File: config.mk
export PLATFORM = sky130hd
export DESIGN_NAME = pipeline_hazard_ctrl_flat
export DESIGN_NICKNAME = d
export VERILOG_FILES = /design/src/rtl/pipeline_hazard_ctrl_pkg.sv /design/src/rtl/pipeline_hazard_ctrl_if.sv /design/src/rtl/pipeline_hazard_ctrl_sb_entry.sv /design/src/rtl/pipeline_hazard_ctrl.sv /design/src/flat_wrapper.sv
export SDC_FILE = /design/constraint.sdc
export NUM_CORES = 1
export LEC_CHECK = 0
export BUFFER_PORTS_ARGS = -buffer_cell sky130_fd_sc_hd__buf_2
export CORE_MARGIN = 2
export CORE_UTILIZATION = 40
export CTS_CLUSTER_SIZE = 14
export DETAILED_ROUTE_END_ITERATION = 10
export MAX_ROUTING_LAYER = met4
export SYNTH_ARGS = -nofsm -noshare
export SYNTH_HDL_FRONTEND = slang
export SYNTH_SLANG_ARGS = --single-unit
File: constraint.sdc
create_clock -name clk -period 2.95 [get_ports clk]
set_clock_uncertainty 0.05 [all_clocks]
set_input_delay 0.1475 -clock clk [delete_from_list [all_inputs] [get_ports clk]]
set_output_delay 0.1475 -clock clk [all_outputs]
set_load 0.05 [all_outputs]
File: src/rtl/pipeline_hazard_ctrl_pkg.sv
`default_nettype none
// +----------------------------------------------------------------------------+
// | Module  : pipeline_hazard_ctrl_pkg                                         |
// | Brief   : Shared encodings for the pipeline hazard/interlock controller.   |
// | Revision: 1.0 - initial release                                            |
// +----------------------------------------------------------------------------+
package pipeline_hazard_ctrl_pkg;

    localparam logic [1:0] c_FWD_RF      = 2'b00;
    localparam logic [1:0] c_FWD_EXE     = 2'b01;
    localparam logic [1:0] c_FWD_MEM_ALU = 2'b10;
    localparam logic [1:0] c_FWD_MEM_LD  = 2'b11;

    localparam int         c_ST_W      = 2;
    localparam logic [1:0] c_ST_RUN    = 2'd0;
    localparam logic [1:0] c_ST_STALL  = 2'd1;
    localparam logic [1:0] c_ST_FREEZE = 2'd2;

    localparam int c_SB_STAGES = 3;
    localparam int c_SB_EXE    = 0;
    localparam int c_SB_MEM    = 1;
    localparam int c_SB_WB     = 2;

    // Entry flag vector is {valid, wreg, m2reg}.
    localparam int c_SB_FLAG_W = 3;
    localparam int c_FLAG_V    = 2;
    localparam int c_FLAG_WR   = 1;
    localparam int c_FLAG_LD   = 0;

endpackage
`default_nettype wire

File: src/rtl/pipeline_hazard_ctrl_if.sv
`default_nettype none
// +----------------------------------------------------------------------------+
// | Module  : pipeline_hazard_ctrl_if                                          |
// | Brief   : Decode-side controls in, pipeline sequencing controls out.       |
// | Revision: 1.0 - initial release                                            |
// +----------------------------------------------------------------------------+
interface pipeline_hazard_ctrl_if #(
    parameter int REG_W = 5,
    parameter int CNT_W = 16
);
    logic [REG_W-1:0] id_rs;
    logic [REG_W-1:0] id_rt;
    logic             id_use_rs;
    logic             id_use_rt;
    logic [REG_W-1:0] id_rn;
    logic             id_wreg;
    logic             id_m2reg;
    logic             id_branch;
    logic [1:0]       id_pcsource;
    logic             mem_busy;

    logic             stall;
    logic             bubble;
    logic             freeze;
    logic             flush_if;
    logic [1:0]       fwda;
    logic [1:0]       fwdb;
    logic [CNT_W-1:0] stall_cnt;

    modport master (
        output id_rs, id_rt, id_use_rs, id_use_rt, id_rn, id_wreg, id_m2reg,
               id_branch, id_pcsource, mem_busy,
        input  stall, bubble, freeze, flush_if, fwda, fwdb, stall_cnt
    );

    modport slave (
        input  id_rs, id_rt, id_use_rs, id_use_rt, id_rn, id_wreg, id_m2reg,
               id_branch, id_pcsource, mem_busy,
        output stall, bubble, freeze, flush_if, fwda, fwdb, stall_cnt
    );
endinterface
`default_nettype wire

File: src/rtl/pipeline_hazard_ctrl_sb_entry.sv
`default_nettype none
// +----------------------------------------------------------------------------+
// | Module  : hazard_sb_entry                                                  |
// | Brief   : One scoreboard slot {valid, wreg, m2reg, rn} with hold/clear.    |
// | Revision: 1.0 - initial release                                            |
// +----------------------------------------------------------------------------+
module hazard_sb_entry
    import pipeline_hazard_ctrl_pkg::*;
#(
    parameter int REG_W = 5
) (
    input  wire logic                   clk,
    input  wire logic                   clrn,
    input  wire logic                   i_hold,
    input  wire logic                   i_clear,
    input  wire logic [c_SB_FLAG_W-1:0] i_flags,
    input  wire logic [REG_W-1:0]       i_rn,
    output logic      [c_SB_FLAG_W-1:0] o_flags,
    output logic      [REG_W-1:0]       o_rn
);
    logic [c_SB_FLAG_W-1:0] r_flags;
    logic [REG_W-1:0]       r_rn;

    always_ff @(posedge clk or negedge clrn) begin
        if (!clrn) begin
            r_flags <= '0;
            r_rn    <= '0;
        end else if (!i_hold) begin
            if (i_clear) begin
                r_flags <= '0;
                r_rn    <= '0;
            end else begin
                r_flags <= i_flags;
                r_rn    <= i_rn;
            end
        end
    end

    assign o_flags = r_flags;
    assign o_rn    = r_rn;
endmodule
`default_nettype wire

File: src/rtl/pipeline_hazard_ctrl.sv
`default_nettype none
// +----------------------------------------------------------------------------+
// | Module  : pipeline_hazard_ctrl                                             |
// | Brief   : Five-stage pipeline interlock, forwarding and freeze controller. |
// | Revision: 1.0 - initial release                                            |
// +----------------------------------------------------------------------------+
module pipeline_hazard_ctrl
    import pipeline_hazard_ctrl_pkg::*;
#(
    parameter int REG_W      = 5,
    parameter bit DELAY_SLOT = 1'b0,
    parameter int CNT_W      = 16
) (
    input wire logic             clk,
    input wire logic             clrn,
    pipeline_hazard_ctrl_if.slave bus
);
    logic [c_SB_FLAG_W-1:0] w_sb_flags_in [c_SB_STAGES];
    logic [REG_W-1:0]       w_sb_rn_in    [c_SB_STAGES];
    logic [c_SB_FLAG_W-1:0] w_sb_flags    [c_SB_STAGES];
    logic [REG_W-1:0]       w_sb_rn       [c_SB_STAGES];

    logic              w_stall, w_bubble, w_freeze, w_flush;
    logic [1:0]        w_fwda, w_fwdb;
    logic [c_ST_W-1:0] r_state, w_state_nxt;
    logic [CNT_W-1:0]  r_cnt;

    function automatic logic f_match(input logic [c_SB_FLAG_W-1:0] flags,
                                     input logic [REG_W-1:0] rn,
                                     input logic [REG_W-1:0] r);
        return flags[c_FLAG_V] & flags[c_FLAG_WR] & (rn == r) & (r != '0);
    endfunction

    // A load still in EXE cannot forward; MEM then gets its chance.
    function automatic logic [1:0] f_fwd(input logic exe_hit, input logic exe_ld,
                                         input logic mem_hit, input logic mem_ld);
        if (exe_hit && !exe_ld) return c_FWD_EXE;
        if (mem_hit)            return mem_ld ? c_FWD_MEM_LD : c_FWD_MEM_ALU;
        return c_FWD_RF;
    endfunction

    genvar gi;
    generate
        for (gi = 0; gi < c_SB_STAGES; gi++) begin : g_sb
            if (gi == c_SB_EXE) begin : g_head
                assign w_sb_flags_in[gi] = {1'b1, bus.id_wreg, bus.id_m2reg};
                assign w_sb_rn_in[gi]    = bus.id_rn;
            end else begin : g_tail
                assign w_sb_flags_in[gi] = w_sb_flags[gi-1];
                assign w_sb_rn_in[gi]    = w_sb_rn[gi-1];
            end
            hazard_sb_entry #(.REG_W(REG_W)) u_entry (
                .clk     (clk),
                .clrn    (clrn),
                .i_hold  (w_freeze),
                .i_clear ((gi == c_SB_EXE) ? w_bubble : 1'b0),
                .i_flags (w_sb_flags_in[gi]),
                .i_rn    (w_sb_rn_in[gi]),
                .o_flags (w_sb_flags[gi]),
                .o_rn    (w_sb_rn[gi])
            );
        end
    endgenerate

    logic w_exe_rs, w_exe_rt, w_mem_rs, w_mem_rt;
    logic w_exe_ld, w_mem_ld, w_load_use, w_br_haz, w_hazard;

    assign w_exe_rs   = bus.id_use_rs & f_match(w_sb_flags[c_SB_EXE], w_sb_rn[c_SB_EXE], bus.id_rs);
    assign w_exe_rt   = bus.id_use_rt & f_match(w_sb_flags[c_SB_EXE], w_sb_rn[c_SB_EXE], bus.id_rt);
    assign w_mem_rs   = bus.id_use_rs & f_match(w_sb_flags[c_SB_MEM], w_sb_rn[c_SB_MEM], bus.id_rs);
    assign w_mem_rt   = bus.id_use_rt & f_match(w_sb_flags[c_SB_MEM], w_sb_rn[c_SB_MEM], bus.id_rt);
    assign w_exe_ld   = w_sb_flags[c_SB_EXE][c_FLAG_LD];
    assign w_mem_ld   = w_sb_flags[c_SB_MEM][c_FLAG_LD];
    assign w_load_use = (w_exe_rs | w_exe_rt) & w_exe_ld;
    // Branches compare in decode, so even an EXE ALU result is too late.
    assign w_br_haz   = bus.id_branch & ((w_exe_rs | w_exe_rt) | ((w_mem_rs | w_mem_rt) & w_mem_ld));
    assign w_hazard   = w_load_use | w_br_haz;

    always_comb begin
        w_stall     = 1'b0;
        w_bubble    = 1'b0;
        w_freeze    = 1'b0;
        w_flush     = 1'b0;
        w_fwda      = c_FWD_RF;
        w_fwdb      = c_FWD_RF;
        w_state_nxt = c_ST_RUN;
        if (bus.mem_busy) begin
            w_state_nxt = c_ST_FREEZE;
            w_stall     = 1'b1;
            w_freeze    = 1'b1;
        end else if (w_hazard) begin
            w_state_nxt = c_ST_STALL;
            w_stall     = 1'b1;
            w_bubble    = 1'b1;
        end else if ((bus.id_pcsource != 2'b00) && !DELAY_SLOT) begin
            w_flush = 1'b1;
        end
        w_fwda = f_fwd(w_exe_rs, w_exe_ld, w_mem_rs, w_mem_ld);
        w_fwdb = f_fwd(w_exe_rt, w_exe_ld, w_mem_rt, w_mem_ld);
        if (!clrn) begin
            w_stall     = 1'b0;
            w_bubble    = 1'b0;
            w_freeze    = 1'b0;
            w_flush     = 1'b0;
            w_fwda      = c_FWD_RF;
            w_fwdb      = c_FWD_RF;
            w_state_nxt = c_ST_RUN;
        end
    end

    always_ff @(posedge clk or negedge clrn) begin
        if (!clrn) begin
            r_state <= c_ST_RUN;
            r_cnt   <= '0;
        end else begin
            r_state <= w_state_nxt;
            if ((w_stall | w_freeze) && (r_cnt != '1)) begin
                r_cnt <= r_cnt + CNT_W'(1);
            end
        end
    end

    // WB entry and FSM state are kept for observability only.
    logic w_unused;
    assign w_unused = ^{r_state, w_sb_flags[c_SB_WB], w_sb_rn[c_SB_WB]};

    assign bus.stall     = w_stall;
    assign bus.bubble    = w_bubble;
    assign bus.freeze    = w_freeze;
    assign bus.flush_if  = w_flush;
    assign bus.fwda      = w_fwda;
    assign bus.fwdb      = w_fwdb;
    assign bus.stall_cnt = r_cnt;
endmodule
`default_nettype wire

File: src/flat_wrapper.sv
// flat-port wrapper written by rule: the top's interface ports become plain ports
module pipeline_hazard_ctrl_flat import pipeline_hazard_ctrl_pkg::*;
#(
    parameter int REG_W      = 5,
    parameter bit DELAY_SLOT = 1'b0,
    parameter int CNT_W      = 16
)
  (clk, clrn, bus_id_rs, bus_id_rt, bus_id_use_rs, bus_id_use_rt, bus_id_rn, bus_id_wreg, bus_id_m2reg, bus_id_branch, bus_id_pcsource, bus_mem_busy, bus_stall, bus_bubble, bus_freeze, bus_flush_if, bus_fwda, bus_fwdb, bus_stall_cnt);
  pipeline_hazard_ctrl_if #(.REG_W(REG_W), .CNT_W(CNT_W)) bus_i ();
  input wire logic clk;
  input wire logic clrn;
  input wire logic [$bits(bus_i.id_rs)-1:0] bus_id_rs;
  input wire logic [$bits(bus_i.id_rt)-1:0] bus_id_rt;
  input wire logic [$bits(bus_i.id_use_rs)-1:0] bus_id_use_rs;
  input wire logic [$bits(bus_i.id_use_rt)-1:0] bus_id_use_rt;
  input wire logic [$bits(bus_i.id_rn)-1:0] bus_id_rn;
  input wire logic [$bits(bus_i.id_wreg)-1:0] bus_id_wreg;
  input wire logic [$bits(bus_i.id_m2reg)-1:0] bus_id_m2reg;
  input wire logic [$bits(bus_i.id_branch)-1:0] bus_id_branch;
  input wire logic [$bits(bus_i.id_pcsource)-1:0] bus_id_pcsource;
  input wire logic [$bits(bus_i.mem_busy)-1:0] bus_mem_busy;
  output wire logic [$bits(bus_i.stall)-1:0] bus_stall;
  output wire logic [$bits(bus_i.bubble)-1:0] bus_bubble;
  output wire logic [$bits(bus_i.freeze)-1:0] bus_freeze;
  output wire logic [$bits(bus_i.flush_if)-1:0] bus_flush_if;
  output wire logic [$bits(bus_i.fwda)-1:0] bus_fwda;
  output wire logic [$bits(bus_i.fwdb)-1:0] bus_fwdb;
  output wire logic [$bits(bus_i.stall_cnt)-1:0] bus_stall_cnt;
  assign bus_i.id_rs = bus_id_rs;
  assign bus_i.id_rt = bus_id_rt;
  assign bus_i.id_use_rs = bus_id_use_rs;
  assign bus_i.id_use_rt = bus_id_use_rt;
  assign bus_i.id_rn = bus_id_rn;
  assign bus_i.id_wreg = bus_id_wreg;
  assign bus_i.id_m2reg = bus_id_m2reg;
  assign bus_i.id_branch = bus_id_branch;
  assign bus_i.id_pcsource = bus_id_pcsource;
  assign bus_i.mem_busy = bus_mem_busy;
  assign bus_stall = bus_i.stall;
  assign bus_bubble = bus_i.bubble;
  assign bus_freeze = bus_i.freeze;
  assign bus_flush_if = bus_i.flush_if;
  assign bus_fwda = bus_i.fwda;
  assign bus_fwdb = bus_i.fwdb;
  assign bus_stall_cnt = bus_i.stall_cnt;
  pipeline_hazard_ctrl #(.REG_W(REG_W), .DELAY_SLOT(DELAY_SLOT), .CNT_W(CNT_W)) u_core (.clk(clk), .clrn(clrn), .bus(bus_i));
endmodule
==> metrics.md, run 1 <==
| Metric | Value |
|---|---|
| Status | finished clean |
| Vias in the first global route | ~1,400 |
| Crit. End Element | primary output |
| Worst EP arrival | roughly 2.3 ns |
| DRC viols | 0 |
| DRT Wirelength | roughly 4000 microns |
| Count of final setup violators | 0 |
| Final antenna-violating net count | 0 |
| First DRT Iteration DRCs | 101 |
| Chip width | 69.2 microns |
| Crit-path max cell delay | 0.53 ns |
| Port Buffers | 48 |
| ANT cells | 0 |
| Slowest stage cell on the critical path | or4_1 |
| Top cell by count, worst path | buf_2 |
| GRT Total Usage | between 10% and 20% |
| CTS tree | yes |
| Post-synth top area cell | dfrtp_1 |
| CP required | 2.75 ns |
| DP Wirelength | 3140 microns |
| Htree depth | 2 |
| Via density | 5.26 |
| Unique masters post-synth | 26 |
| Post-Syn Instances | 160 |
| Top cell type's share of synthesized area | between 40% and 50% |
| Max-cap viol count | 0 |
| Initial Util | 42.1% |
| Avg Cell Area, Syn | 10.6 sq um |
| Largest net degree at the start of global routing | 24 |
| Design area | 2150 sq um |
| Root Driver | clkbuf_8 |
| Layout cell share with drive strength beyond 1 | 33.8% |
| Worst vdd rail ir drop | 0.458 mV |
| CTS Buffer Depth | 2 |
| Core area | 4030 sq um |
| Commonest non-fill, non-tap cell in the layout | buf_2 |
| Commonest non-fill, non-tap cells in the layout | 48 x buf_2, 34 x xnor2_1, 32 x dfrtp_1, 12 x nand4_1, 11 x nand2_1 |
| Clk sinks | 32 |
| Least-Margin Pin Slew | 0.495 ns |
| Synth Register Bits | 32 |
| First-pass GRT wire length | between 7000 and 8000 microns |
| Synth-to-layout area growth | 26.6% |
| WL/cell | 15.3 microns |
| Post-DP Area | 2030 sq um |
| Syn_nets | 186 |
| Row cnt | 23 |
| Utilization after layout | 53.4% |
| Static Leakage | between 0.9 and 1 nW |
| I/O Pins | 49 |
| Setup CP Type | in2out |
| Final Hold Vio Count | 0 |
| # nets final | 244 |
| Max FO, Critical Path | 4 |
| Postcts setup bufs | 0 |
| TNS Setup | 0 ns |
| Yosys warnings | 0 |
| Clk_lat worst skew | 0.28 ns |
| 1st-pass router iterations | 4 |
| Sequential fraction of the synthesis area | 47.2% |
| Cell Area, Synth | 1700 sq um |
| F_max | 407 MHz |
| Worst-path cell chain | buf_2 > or4_1 > o21ai_1 > nor4_1 > o41ai_2 > nand2_1 > nor4_2 > buf_2 |
| Gpl congestion | 0.941 |
| Slew Limit Fails | 0 |
| Total CTS buffers | 5 |
| Max_slew headroom | 67.0% |
| CP Launch Type | input pin |
| Power Density | approximately 640 nW/um^2 |
| Initial antenna violation count | 0 |
| Hold WC Path Type | in2reg |
| Height of the die | 69.2 microns |
| Grt total ovfl | 0 |
| Routed vias | 1,416 |
| RSZ-0062 raised after global routing | false |
| Largest cells by area after synthesis | dfrtp_1 47%, xnor2_1 18%, mux2_2 6.0% |
| Clock-pin slew on the worst setup and hold paths | 0.07 ns |
| Final min period | ~2.5 ns |
| DIE AREA | ~4800 sq um |
| Period utilisation layout | 83.3% |
[metal layers]
layer	up-vias	part of all wire, %	GRT usage (%)
met5	-	0	-
met3	4	5.7	4.53
met2	44	48	28.5
li1	691	-	-
met1	677	45	24.9
met4	0	0.61	5.23
[final cells by class]
type / instances / area (sq um)
Multi-Input combinational cell: 120 / 872
Inverter: 5 / 18.8
Timing Repair Buffer: 54 / 288
Fill cell: 383 / 1880
Sequential cell: 32 / 801
Clock inverter: 2 / 35.0
Clock buffer: 6 / 72.6
Tap cell: 50 / 62.6
[state kept, by name (all words and copies together) (netlist names)]
signal / count
u_core.bus.stall_cnt: 16
u_core.g_sb.u_entry.o_rn: 10
u_core.g_sb.u_entry.o_flags: 6
[repair_timing]
action,CTS,global route
hold buffers,1,0
gates resized for setup,0,0
endpoints found under the hold margin,18,0
[kinds of logic (layout without fill, tap and decap cells)]
group | after synthesis | in the layout | synth area share (%)
and+or+nand+nor | 62 | 62 | 19.2
AOI/OAI and AO/OA | 13 | 13 | 7.00
xor gates and xnor gates | 35 | 35 | 18.1
DFF | 32 | 32 | 47.2
muxes | 9 | 9 | 5.97
adders and majority gates | 1 | 1 | 0.737
buffers and inverters | 8 | 67 | 1.84
[metrics by stage]
stage	setup slack (ns)	hold WS, ns	cells	power, mW
5_1_grt	0.356	0.0384	269	1.45
3_5_place_dp	0.520	0.0904	260	0.976
4_1_cts	0.493	0.0355	269	1.39
3_3_place_gp	0.544	0.0985	260	0.964
6_report	0.492	0.0345	269	1.37
2_1_floorplan	0.351	-0.198	160	0.853
[cells in the mapped netlist]
master,number
dfrtp_1,32
a22o_1,7
nor2_1,10
and3_1,5
o21ai_1,1
o21ai_0,1
nand3b_1,1
inv_2,1
buf_2,1
a31oi_1,1
and2_1,2
inv_1,4
mux2_2,9
nor3_1,3
o21ai_2,1
xor2_1,1
o21ai_4,1
clkbuf_1,2
nand3_1,9
nand4_1,12
or4_1,4
xnor2_1,34
o41ai_2,1
nand2_1,11
ha_1,1
nor4_1,5
[report_power, final]
part | internal (mW) | switching, mW
registers | 0.498 | 0.0737
clock network | 0.250 | 0.160
logic | 0.134 | 0.258
[critical path, delay by kind of cell]
kind / cells / cell delay (ns)
simple gates: 4 / 1.08
compound gates: 2 / 0.60
buf+inv: 2 / 0.42
[worst paths after layout]
path	from	to	slack, ns	depth (start not counted)
max in group asynchronous	clrn	u_core.g_sb[0].u_entry.o_rn[3]	1.94	3
worst min register to register	u_core.bus.stall_cnt[15]	u_core.bus.stall_cnt[15]	0.46	1
worst max-delay path	bus_id_rs[0]	bus_flush_if	0.49	8
worst min-delay path	bus_id_rn[2]	u_core.g_sb[0].u_entry.o_rn[2]	0.03	2
worst max register to register	u_core.g_sb[1].u_entry.o_rn[0]	u_core.bus.stall_cnt[1]	0.73	7
min in group asynchronous	clrn	u_core.g_sb[0].u_entry.o_rn[4]	0.31	2
Power figures use the tool's default switching activity.
==> run 2: changes to the inputs <==
--- a/config.mk
+++ b/config.mk
@@ -11,6 +11,7 @@
 export CTS_CLUSTER_SIZE = 14
 export DETAILED_ROUTE_END_ITERATION = 10
 export MAX_ROUTING_LAYER = met4
+export PLACE_DENSITY = 0.67
 export SYNTH_ARGS = -nofsm -noshare
 export SYNTH_HDL_FRONTEND = slang
 export SYNTH_SLANG_ARGS = --single-unit
==> constraint.sdc (replaced) <==
create_clock -name clk -period 2.03 [get_ports clk]
set_clock_uncertainty 0.05 [all_clocks]
set_input_delay 0.1015 -clock clk [delete_from_list [all_inputs] [get_ports clk]]
set_output_delay 0.1015 -clock clk [all_outputs]
set_load 0.05 [all_outputs]
==> metrics.md, run 2 (synthesis results as in run 1) <==
| Metric | Value |
|---|---|
| CTS Buffer Depth | 2 (unchanged) |
| Post-place setup slack | -0.299 ns (-0.819 ns) |
| F_max | 455 MHz |
| Layout cell share with drive strength beyond 1 | 52.6% (+19 points) |
| Grt total ovfl | 0 (unchanged) |
| Clk sinks | 32 (unchanged) |
| Final antenna-violating net count | 0 (unchanged) |
| GR Layer Usage met2 | 28.3% (-0.21 points) |
| Slowest stage cell on the critical path | or4_4 |
| Period utilisation layout | 108% |
| Vias in the first global route | 1,490 (+2.9%) |
| Final Hold Vio Count | 0 (unchanged) |
| Routed vias | 1,536 (+8.5%) |
| CTS tree | yes |
| ANT cells | 0 (unchanged) |
| Final min period | 2.20 ns |
| Delay-heaviest family, CP | compound AO/OA/AOI/OAI gates |
| DIE AREA | 4780 sq um (unchanged) |
| Via density | 5.14 (-2.4%) |
| Final hold slack | 0.00751 ns (-0.0270 ns) |
| Crit-path max cell delay | 0.54 ns (about the same) |
| Power, Total | 2.10 mW (+53%) |
| CP required | 1.88 ns (-0.87 ns) |
| Root Driver | clkbuf_8 |
| # nets final | 274 (+12%) |
| CP Launch Type | input pin |
| Largest net degree at the start of global routing | 25 (+4.2%) |
| Utilization after layout | 65.3% (+12 points) |
| Height of the die | 69.2 microns (unchanged) |
| Met1 GRT Util | 25.3% (+0.37 points) |
| Least-Margin Pin Slew | 0.409 ns (-0.0861 ns) |
| Total CTS buffers | 5 (unchanged) |
| Status | finished with violations |
| First DRT Iteration DRCs | 76 (-25%) |
| RSZ-0062 raised after global routing | true |
| CP bufs+invs | 3 (+1) |
| 1st-pass router iterations | 4 (unchanged) |
| Port Buffers | 48 (unchanged) |
| Setup WS post-layout | -0.170 ns (-0.661 ns) |
| GRT Total Usage | 18.7% (+0.040 points) |
| Initial Util | 42.1% (unchanged) |
| Busiest grt layer | met2 |
| Max reg flops | 16 (unchanged) |
| DRC viols | 0 (unchanged) |
| First-pass GRT wire length | 6990 microns (-1.1%) |
| WL/cell | 14.6 microns (-4.7%) |
| DRT Wirelength | 4360 microns (+5.9%) |
| Commonest non-fill, non-tap cells in the layout | 41 x buf_2, 30 x xnor2_1, 26 x buf_4, 22 x dfrtp_1, 12 x nand4_1 |
| DP Wirelength | 3130 microns (-0.30%) |
| Initial antenna violation count | 0 (unchanged) |
| Clk_lat worst skew | 0.29 ns (about the same) |
| Chip width | 69.2 microns (unchanged) |
| I/O Pins | 49 (unchanged) |
| Worst-path cell chain | buf_2 > or4_4 > o21ai_4 > nor3_2 > o41ai_2 > nand2_2 > o21ai_4 > inv_4 > buf_8 |
| Top cell by count, worst path | o21ai_4 |
| Gpl congestion | 0.914 (-2.9%) |
| Grt met3 use | 4.39% (-0.15 points) |
| Worst vdd rail ir drop | 0.597 mV (+31%) |
| Crit. End Element | primary output |
| Static Leakage | 1.18 nW (+20%) |
| Setup CP Type | in2out |
| Hold WC Path Type | in2reg |
| Htree depth | 2 (unchanged) |
| Row cnt | 23 (unchanged) |
| Max FO, Critical Path | 3 (-1) |
| Commonest non-fill, non-tap cell in the layout | buf_2 |
| TNS Setup | -2.86 ns (-2.86 ns) |
| Failing checks | setup timing |
| Slew Limit Fails | 0 (unchanged) |
| Synth-to-layout area growth | 54.9% |
| Worst EP arrival | 2.05 ns (-0.21 ns) |
| Clock-pin slew on the worst setup and hold paths | 0.06 ns (about the same) |
| Count of final setup violators | 29 (+29) |
| Max_slew headroom | 72.5% (+5.5 points) |
| Max-cap viol count | 0 (unchanged) |
| Core area | 4030 sq um (unchanged) |
| Power Density | 797 nW/um^2 (+25%) |
[run 2: changes by cell type in the layout (fill, tap and decap cells not counted), sizes merged]
| cell | before | now |
|---|---|---|
| buf | 53 | 76 |
| clkbuf | 6 | 9 |
| bufinv | 1 | 0 |
| dlygate4sd3 | 1 | 7 |
| clkinv | 1 | 0 |
[run 2: worst paths after layout]
check	from	to	slack, ns	cells past startpoint
setup / recovery	bus_id_rs[0]	bus_stall	-0.17	9
hold / removal	bus_id_rn[1]	u_core.g_sb[0].u_entry.o_rn[1]	0.008	2
hold reg to reg	u_core.bus.stall_cnt[10]	u_core.bus.stall_cnt[10]	0.43	1
max in group asynchronous	clrn	u_core.g_sb[0].u_entry.o_rn[4]	1.18	3
setup reg to reg	u_core.g_sb[1].u_entry.o_rn[4]	u_core.bus.stall_cnt[15]	-0.15	9
min in group asynchronous	clrn	u_core.g_sb[0].u_entry.o_flags[2]	0.18	2
[run 2: cell type report]
cell class	count	area (sq um)
clock buffer	8	100
fill	324	1400
sequential	32	813
tap	50	62.6
inverter	5	21.3
multi-input combinational	120	1040
timing repair buffer	84	592
[run 2: stage by stage]
stage,instances,area (sq um)
global placement,276,2210
global route,299,2630
floorplan,160,1760
detailed placement,276,2210
CTS,298,2490
finish,299,2630
[run 2: where the power goes]
group          internal [mW]  switching, mW
clock                  0.309          0.227
sequential             0.734          0.122
combinational          0.277          0.427
total                   1.32          0.776
[run 2: repair_timing]
item / CTS / global route
pin swaps: 11 / 13
endpoints found under the hold margin: 14 / 0
gates cloned: 0 / 0
setup endpoints to repair: 26 / 32
hold buffers: 7 / 0
resized for setup: 17 / 26
setup buffers: 7 / 1
[run 2: layer usage]
metal  up-vias  part of all wire, %
li1        751                    -
met1       752                   48
met2        25                   47
met3         8                  3.3
met4         0                  1.3
met5         -                    0
==> run 3: changes to the inputs <==
--- a/config.mk
+++ b/config.mk
@@ -7,11 +7,13 @@
 export LEC_CHECK = 0
 export BUFFER_PORTS_ARGS = -buffer_cell sky130_fd_sc_hd__buf_2
 export CORE_MARGIN = 2
-export CORE_UTILIZATION = 40
+export CORE_UTILIZATION = 47
 export CTS_CLUSTER_SIZE = 14
 export DETAILED_ROUTE_END_ITERATION = 10
 export MAX_ROUTING_LAYER = met4
-export PLACE_DENSITY = 0.67
+export PLACE_DENSITY = 0.75
+export REMOVE_ABC_BUFFERS = 1
 export SYNTH_ARGS = -nofsm -noshare
 export SYNTH_HDL_FRONTEND = slang
+export SYNTH_HIERARCHICAL = 1
 export SYNTH_SLANG_ARGS = --single-unit
==> metrics.md, run 3 <==
| Metric | Value |
|---|---|
| Status | finished with violations |
| Failing checks | setup timing |
| CP required | 1.88 ns (about the same) |
| Post-place setup slack | -0.116 ns (+0.183 ns) |
| Met1 GRT Util | 25.2% (-0.11 points) |
| Busiest grt layer | met2 |
| ANT cells | 0 (unchanged) |
| # nets final | 307 (+12%) |
| Max FO, Critical Path | 4 (+1) |
| Core area | 3690 sq um (-8.4%) |
| Clock-pin slew on the worst setup and hold paths | 0.07 ns (about the same) |
| First-pass GRT wire length | 7330 microns (+4.8%) |
| Number of fill cells | 304 (-6.2%) |
| Via density | 5.10 (-0.78%) |
| GR Layer Usage met2 | 40.5% (+12 points) |
| Crit-path max cell delay | 0.41 ns (-0.13 ns) |
| Power Density | 720 nW/um^2 (-9.7%) |
| Crit. End Element | primary output |
| Final Hold Vio Count | 0 (unchanged) |
| Worst-path cell chain | xnor2_1 > nand3_1 > nor4_4 > o211ai_4 > a21oi_2 > buf_6 > buf_8 |
| Power, Total | 1.93 mW (-7.7%) |
| Final antenna-violating net count | 0 (unchanged) |
| Reg2reg path depth | 9 (unchanged) |
| CTS tree | yes |
| Hold WC Path Type | in2reg |
| Sequential fraction of the synthesis area | 44.0% (-3.1 points) |
| Vias in the first global route | 1,710 (+15%) |
| CP Launch Type | register |
| Max-cap viol count | 0 (unchanged) |
| DP Wirelength | 3210 microns (+2.5%) |
| Worst EP arrival | 2.02 ns (-0.03 ns) |
| Synth Register Bits | 32 (unchanged) |
| Layout Cells excl Fill | 330 (+10%) |
| TNS Setup | -1.59 ns (+1.27 ns) |
| Final hold slack | 0.00113 ns (-0.00638 ns) |
| Root Driver | clkbuf_8 |
| Slew Limit Fails | 0 (unchanged) |
| Clk_lat worst skew | 0.29 ns (about the same) |
| Grt total ovfl | 0 (unchanged) |
| Largest net degree at the start of global routing | 25 (unchanged) |
| Period utilisation layout | 107% (-1.3 points) |
| Yosys warnings | 6 (+6) |
| DRC viols | 0 (unchanged) |
| Initial antenna violation count | 0 (unchanged) |
| DRT Wirelength | 4520 microns (+3.7%) |
| Slowest stage cell on the critical path | dfrtp_1 |
| Ys async rst share | 100% (unchanged) |
| Initial Util | 49.3% (+7.2 points) |
| First DRT Iteration DRCs | 55 (-28%) |
| Design area | 2690 sq um (+2.2%) |
| RSZ-0062 raised after global routing | true |
| Top cell type's share of synthesized area | 44.0% (-3.1 points) |
| GRT Total Usage | 23.1% (+4.3 points) |
| Chip width | 66.2 microns (-4.2%) |
| Cell Area, Synth | 1820 sq um (+7.1%) |
| Grt met3 use | 3.75% (-0.64 points) |
| Synth Flop Type | dfrtp_1 |
| Largest cells by area after synthesis | dfrtp_1 44%, xnor2_1 13%, nand2b_1 4.8% |
| WHS Path Cells | 3 (+1) |
| Row cnt | 22 (-4.3%) |
| Most instantiated cells after synthesis | 32 x dfrtp_1, 28 x xnor2_1, 23 x nand2_1 |
| Post-DP Area | 2300 sq um (+4.4%) |
| Count of final setup violators | 26 (-10%) |
| Setup WS post-layout | -0.144 ns (+0.0260 ns) |
| Synth-to-layout area growth | 47.7% |
| I/O Pins | 49 (unchanged) |
| Inst Count DP | 309 (+12%) |
| WL/cell | 13.7 microns (-6.0%) |
| Gpl congestion | 0.884 (-3.2%) |
| Utilization after layout | 72.9% (+7.6 points) |
| Routed vias | 1,682 (+9.5%) |
| CTS Buffer Depth | 2 (unchanged) |
| Number of synthesized flops with an enable pin | 0 (unchanged) |
| Layout cell share with drive strength beyond 1 | 41.8% (-11 points) |
| Max reg flops | 16 (unchanged) |
| Height of the die | 66.2 microns (-4.2%) |
| Commonest non-fill, non-tap cell in the layout | buf_2 |
| Commonest non-fill, non-tap cells in the layout | 41 x buf_2, 32 x dfrtp_1, 29 x buf_4, 27 x xnor2_1, 22 x nand2_1 |
| F_max | 460 MHz (+1.2%) |
| Final min period | 2.17 ns (-0.0260 ns) |
| Setup CP Type | reg2out |
| Static Leakage | 1.26 nW (+6.3%) |
| Port Buffers | 48 (unchanged) |
| DIE AREA | 4380 sq um (-8.3%) |
| Avg Cell Area, Syn | 9.89 sq um (-6.8%) |
| Clk sinks | 32 (unchanged) |
| 1st-pass router iterations | 4 (unchanged) |
| Unique masters post-synth | 27 (+3.8%) |
| Total CTS buffers | 5 (unchanged) |
| Htree depth | 2 (unchanged) |
| Post-Syn Instances | 184 (+15%) |
| Post-synth top area cell | dfrtp_1 |
| Worst vdd rail ir drop | 0.467 mV (-22%) |
| Most frequent cell after synthesis | dfrtp_1 |
-- run 3: cell types whose count changed in the layout (fill, tap and decap cells not counted), sizes merged, moves of 4 or more --
cell	delta
mux2	-8
dlygate4sd3	-4
nand2	+12
xnor2	-6
nand2b	+14
conb	+9
o21ai	+12
xor2	+6
buf	+7
a22o	-5
-- run 3: kinds of logic (layout without fill, tap and decap cells) --
kind of cell	Yosys count	in the layout	synth area share, %
simple gates	81	81	23.9
mux	1	1	0.619
flops	32	32	44.0
buf+inv	7	98	2.68
other cells	2	9	0.413
compound gates	25	25	10.9
fa+ha+maj	1	1	0.688
xor+xnor	35	35	16.9
-- run 3: power breakdown --
group / total (mW) / switching [mW] / internal (mW)
Combinational: 0.609 / 0.391 / 0.218
Sequential: 0.818 / 0.0990 / 0.719
Clock: 0.507 / 0.237 / 0.270
-- run 3: what timing repair did --
action,4_1_cts,5_1_grt
pin swaps,18,18
hold endpoints to repair,9,0
gates cloned,0,0
setup buffers,4,7
hold buffers,3,0
setup endpoints to repair,24,31
resized for setup,29,15
-- run 3: path summary, 6_finish.rpt --
kind | from | end | slack, ns
worst max register to register | u_core/g_sb[1].u_entry/o_rn[4] | u_core/g_sb[0].u_entry/o_flags[0] | -0.12
worst min-delay path | bus_id_rn[2] | u_core/g_sb[0].u_entry/o_rn[2] | 0.001
worst max-delay path | u_core/g_sb[1].u_entry/o_rn[4] | bus_bubble | -0.14
worst min register to register | u_core/bus.stall_cnt[14] | u_core/bus.stall_cnt[14] | 0.45
min in group asynchronous | clrn | u_core/bus.stall_cnt[5] | 0.41
max in group asynchronous | clrn | u_core/g_sb[0].u_entry/o_flags[1] | 0.75
-- run 3: layout make-up --
class                           instances  area (sq um)  share of cell area, %
Multi-Input combinational cell        152          1120                   41.5
Sequential cell                        32           801                   29.8
Timing Repair Buffer                   86           603                   22.4
Clock buffer                            6          82.6                   3.07
Tap cell                               48          60.1                   2.23
Inverter                                4          15.0                  0.559
Clock inverter                          2          10.0                  0.372
-- run 3: per-layer routing --
layer,wire (microns),up-vias
met2,2340,50
met1,1860,804
met3,191,12
met4,125,0
met5,0,-
li1,-,816
-- run 3: critical path, delay by kind of cell, from the launching register on --
| kind | cells | cell delay (ns) |
|---|---|---|
| XOR/XNOR | 1 | 0.18 |
| flip-flops | 1 | 0.41 |
| AND/OR/NAND/NOR | 2 | 0.53 |
| buffers and inverters | 2 | 0.27 |
| AO/OA/AOI/OAI | 2 | 0.34 |
